<file path="src/rtl/datapath_controller.sv">
// Instruction-decode FSM for the 16-bit datapath. It latches an instruction on a start
// handshake and sequences the regfile, A/B/C/status loads, shifter and ALU controls.
module datapath_controller #(
  parameter int DW = 16
) (
  input  logic          clk,
  input  logic          reset,
  input  logic          s,
  input  logic [15:0]   instr,
  output logic          w,
  output logic          err,
  output logic [2:0]    readnum,
  output logic [2:0]    writenum,
  output logic          write,
  output logic          loada,
  output logic          loadb,
  output logic          loadc,
  output logic          loads,
  output logic          asel,
  output logic          bsel,
  output logic          vsel,
  output logic [1:0]    shift,
  output logic [1:0]    ALUop,
  output logic [DW-1:0] imm_out
);

  typedef enum logic [2:0] {
    WAIT, DECODE, WIMM, GETA, GETB, EXEC, WRB
  } state_t;

  typedef struct packed {
    logic       w;
    logic       err;
    logic [2:0] readnum;
    logic [2:0] writenum;
    logic       write;
    logic       loada;
    logic       loadb;
    logic       loadc;
    logic       loads;
    logic       asel;
    logic       bsel;
    logic       vsel;
  } ctl_t;

  state_t      state;
  logic [15:0] ir;
  ctl_t        ctl;

  function automatic logic is_movimm(input logic [15:0] i);
    return i[15:11] == 5'b11010;
  endfunction

  function automatic logic is_movreg(input logic [15:0] i);
    return i[15:11] == 5'b11000;
  endfunction

  function automatic logic is_alu(input logic [15:0] i);
    return i[15:13] == 3'b101;
  endfunction

  // Control word presented while the FSM sits in a given state with a given IR.
  function automatic ctl_t ctl_for(input state_t st, input logic [15:0] i);
    ctl_t c;
    c = '0;
    case (st)
      WAIT:   c.w = 1'b1;
      DECODE: c.err = !(is_movimm(i) || is_movreg(i) || is_alu(i));
      WIMM: begin
        c.writenum = i[10:8];
        c.vsel     = 1'b1;
        c.write    = 1'b1;
      end
      GETA: begin
        c.readnum = i[10:8];
        c.loada   = 1'b1;
      end
      GETB: begin
        c.readnum = i[2:0];
        c.loadb   = 1'b1;
      end
      EXEC: begin
        c.loadc = 1'b1;
        c.asel  = is_movreg(i) || (is_alu(i) && i[12:11] == 2'b11);
        c.loads = is_alu(i) && i[12:11] == 2'b01;
      end
      WRB: begin
        c.writenum = i[7:5];
        c.write    = 1'b1;
      end
      default: c = '0;
    endcase
    return c;
  endfunction

  function automatic state_t next_of(input state_t st, input logic [15:0] i);
    state_t n;
    n = WAIT;
    case (st)
      DECODE: begin
        if (is_movimm(i))      n = WIMM;
        else if (is_movreg(i)) n = GETB;
        else if (is_alu(i))    n = GETA;
        else                   n = WAIT;
      end
      GETA:    n = GETB;
      GETB:    n = EXEC;
      EXEC:    n = (is_alu(i) && i[12:11] == 2'b01) ? WAIT : WRB;
      default: n = WAIT;
    endcase
    return n;
  endfunction

  // Outputs are registered alongside the state so they always reflect the state just entered.
  always_ff @(posedge clk) begin
    if (reset) begin
      state <= WAIT;
      ir    <= '0;
      ctl   <= ctl_for(WAIT, 16'h0000);
    end else if (state == WAIT) begin
      if (s) begin
        state <= DECODE;
        ir    <= instr;
        ctl   <= ctl_for(DECODE, instr);
      end
    end else begin
      state <= next_of(state, ir);
      ctl   <= ctl_for(next_of(state, ir), ir);
    end
  end

  assign w        = ctl.w;
  assign err      = ctl.err;
  assign readnum  = ctl.readnum;
  assign writenum = ctl.writenum;
  assign write    = ctl.write;
  assign loada    = ctl.loada;
  assign loadb    = ctl.loadb;
  assign loadc    = ctl.loadc;
  assign loads    = ctl.loads;
  assign asel     = ctl.asel;
  assign bsel     = ctl.bsel;
  assign vsel     = ctl.vsel;

  assign ALUop   = ir[12:11];
  assign shift   = is_movimm(ir) ? 2'b00 : ir[4:3];
  assign imm_out = {{(DW-8){ir[7]}}, ir[7:0]};

endmodule
</file>
<file path="config.mk">
export PLATFORM = sky130hd
export DESIGN_NAME = datapath_controller
export DESIGN_NICKNAME = d
export VERILOG_FILES = /design/src/rtl/datapath_controller.sv
export SDC_FILE = /design/constraint.sdc
export NUM_CORES = 1
export LEC_CHECK = 0
export ABC_AREA = 1
export CAP_MARGIN = 40
export CORE_MARGIN = 3
export CORE_UTILIZATION = 55
export CTS_CLUSTER_DIAMETER = 100
export DETAILED_ROUTE_END_ITERATION = 7
export DONT_BUFFER_PORTS = 1
export GPL_TIMING_DRIVEN = 0
export HOLD_SLACK_MARGIN = 0.06
export PLACE_DENSITY = 0.7
export SYNTH_ARGS = -nofsm -noshare
export SYNTH_HDL_FRONTEND = slang
export SYNTH_SLANG_ARGS = --single-unit
</file>
<file path="constraint.sdc">
create_clock -name clk -period 1.5 [get_ports clk]
set_input_delay 0.375 -clock clk [delete_from_list [all_inputs] [get_ports clk]]
set_output_delay 0.375 -clock clk [all_outputs]
set_load 0.02 [all_outputs]
</file>
==> impl_metrics.py <==
metrics = {
    "placement": {
        "place_hpwl_um": 2680,
        "place.gp.congestion": 0.820,
        "pre_cts_ws_ns": -0.0108,
        "io_buffers": 0,
    },
    "die": {
        "die_x_um": 60.3,
        "rows": 19,
        "coreArea_um2": 2780,
        "dieHeight_um": 60.3,
        "ioPinCount": 55,
        "dieArea_um2": 3630,
        "start_util_pct": 58.2,
    },
    "setup_path": {
        "rr_worst_depth": 7,
        "reg2reg_to": "ir[12]$_SDFFE_PP0P_",
        "worstPathArrival_ns": 1.08,
        "crit_fanout": 4,
        "r2r_slack_ns": 0.10,
        "critPathCapture": "shift[0]",
        "startpoint_type": "register",
        "setup.worst_path.start": "ir[11]$_SDFFE_PP0P_",
        "reg2reg_from": "state[0]$_SDFFE_PP0P_",
        "worstPathRequired_ns": 1.12,
        "worst_setup_path_end_kind": "primary output",
        "worst-setup-path-type": "reg2out",
    },
    "logic_synthesis": {
        "avgSynthCellArea_um2": 7.46,
        "yosysSeqAreaShare_pct": 42.0,
        "synth_cells": 217,
        "netlist_area_um2": 1620,
        "ys_ff_latch": 34,
        "yosysWarnings": 0,
        "synth_fp_nets": 236,
        "ys_types": 21,
    },
    "routing": {
        "wl_met1_um": 1590,
        "finalWirelength_um": 3690,
        "first_iter_violations": 50,
        "via_per_inst": 5.20,
        "drt-wirelength-per-cell_um": 14.3,
        "final_antenna_net_count": 0,
        "dr_wl_met3_um": 243,
        "routed.top_layer": "met4",
        "drc": 0,
        "drt_first_pass_iters": 4,
        "via_count": 1347,
        "wl_met2_um": 1830,
    },
    "finish": {
        "n_fill_cell": 255,
        "fin_nets": 246,
        "drive_above_1_share_pct": 31.6,
        "num_antenna_cells": 0,
        "layout_common_cells": "nand2_1, dfxtp_1, a21oi_1",
        "area.growth.synth_to_final_pct": 13.0,
        "layout_commonest_cell": "nand2_1",
    },
    "power_and_ir_drop": {
        "swShare_pct": 28.8,
        "powerDensity_nw_per_um2": 1090,
        "peakVddDrop_v": 0.000890,
        "p_int_w": 0.00141,
        "p_seq_share_pct": 50.6,
        "total_power_w": 0.00199,
        "p_switching_w": 0.000573,
        "clock_power_share_pct": 33.1,
        "combPwrFrac_pct": 16.3,
        "p_leak_nw": 0.748,
    },
    "grt": {
        "antenna_found_initial": 0,
        "global_route.usage.total_pct": 21.8,
        "grt_pass1_vias": 1269,
        "grt_pass1_wl_um": 5820,
        "grt_max_degree": 12,
        "overflow": 0,
    },
    "timing": {
        "tightest_slew_ns": 0.523,
        "setup_viol": 0,
        "layout_setup_ws_ns": 0.0431,
        "relSlewSlack_pct": 65.1,
        "drv_slew": 0,
        "fmaxAchievable_mhz": 686,
        "rsz0062_at_grt": "true",
        "min_period_over_period_pct": 97.1,
        "setup_tns_ns": 0,
        "min_period_ns": 1.46,
        "skew_ns": 0.00441,
        "hold_viol": 0,
    },
    "outcome": {
        "status": "complete, no violations",
    },
    "clocking": {
        "insertion_delay_ns": 0.34,
        "cts_tree": "built",
        "htree_levels": 2,
        "clkSinkCount": 34,
        "ctsRootBufferMaster": "clkbuf_4",
        "cts_buffers": 5,
        "clk_path_buf_depth": 2,
        "clkTransAtPathRegs_ns": 0.11,
    },
    "worst_hold_path": {
        "hp-class": "in2reg",
    },
    "job": {
        "max_cap_viol_count": 0,
    },
}
-- layout make-up --
cell class	instances	area (um2)	share of cell area, %
multi-input cells	132	721	39.4
flip-flops and latches	34	693	37.9
plain buffers	26	180	9.85
inverters	25	96.3	5.27
clock inverters	3	40.0	2.19
well taps	31	38.8	2.12
clock buffers	5	37.5	2.05
repair buffers	3	22.5	1.23
-- metrics by stage --
step | std cells | util [%] | hold WS (ns) | instance area [um2]
after floorplan | 217 | - | 0.439 | 1620
after global placement | 248 | 59.6 | 0.450 | 1660
after detailed placement | 248 | 59.6 | 0.448 | 1660
after CTS | 257 | 63.9 | 0.0827 | 1780
after global routing | 259 | 65.8 | 0.0760 | 1830
final | 259 | 65.8 | 0.0941 | 1830
-- cells in the mapped netlist (all sizes together) --
library cell | count | area [um2]
a21oi | 29 | 156
buf | 22 | 165
o31ai | 1 | 7.51
clkbuf | 4 | 15.0
o21ai | 14 | 73.8
a31oi | 2 | 12.5
o21bai | 1 | 7.51
nand2 | 49 | 209
inv | 25 | 93.8
o211ai | 1 | 7.51
nor2 | 18 | 103
nand4 | 3 | 18.8
conb | 1 | 3.75
nand3 | 13 | 65.1
dfxtp | 34 | 681
-- state kept, by name (all words and copies together), names as in the netlist, 3 cells and up --
name / count
ir: 16
readnum: 3
state: 3
writenum: 3
-- layer usage --
metal | GRT usage [%] | vias up
met5 | 0 | -
met4 | 5.70 | 0
met3 | 9.50 | 4
met2 | 36.4 | 42
met1 | 25.4 | 606
li1 | - | 695
-- repair_timing --
item | in CTS | in global routing
endpoints found under the setup margin | 2 | 21
resized for setup | 12 | 14
buffers inserted | 1 | 2
hold buffers | 0 | 0
pin swaps | 1 | 4
-- power groups by stage --
| stage | clock network [W] | registers, W | logic [W] |
|---|---|---|---|
| after CTS | 0.000673 | 0.00100 | 0.000312 |
| after floorplan | 0 | 0.00101 | 0.000258 |
| after detailed placement | 0 | 0.00102 | 0.000300 |
| final | 0.000659 | 0.00101 | 0.000324 |
| after global routing | 0.000720 | 0.00101 | 0.000354 |
| after global placement | 0 | 0.00102 | 0.000295 |
-- worst max-delay path: stages, from the launching register on --
cell and delay [ns]:
dfxtp_2 0.34, inv_2 0.09, nand2_4 0.06, nor2_4 0.17
nor2_4 0.08
-- logic make-up (layout without fill, tap and decap cells) --
family / count (synthesis) / count (layout) / share of synthesized area (%)
other: 1 / 1 / 0.232
buffers and inverters: 51 / 62 / 16.9
and+or+nand+nor: 83 / 83 / 24.4
AOI/OAI and AO/OA: 48 / 48 / 16.4
DFF: 34 / 34 / 42.0
-- worst min path at each step --
| stage | start | endpoint | slack [ns] | cells after the start |
|---|---|---|---|---|
| after floorplan | ir[5]$_SDFFE_PP0P_ | ir[5]$_SDFFE_PP0P_ | 0.44 | 2 |
| after global placement | reset | readnum[0]$_SDFFE_PP0P_ | 0.45 | 1 |
| after detailed placement | reset | readnum[0]$_SDFFE_PP0P_ | 0.45 | 1 |
| after CTS | reset | readnum[0]$_SDFFE_PP0P_ | 0.08 | 1 |
| after global routing | reset | readnum[0]$_SDFFE_PP0P_ | 0.08 | 1 |
| final | reset | readnum[0]$_SDFFE_PP0P_ | 0.09 | 1 |
Note: power is estimated with default switching activity, not from simulation.
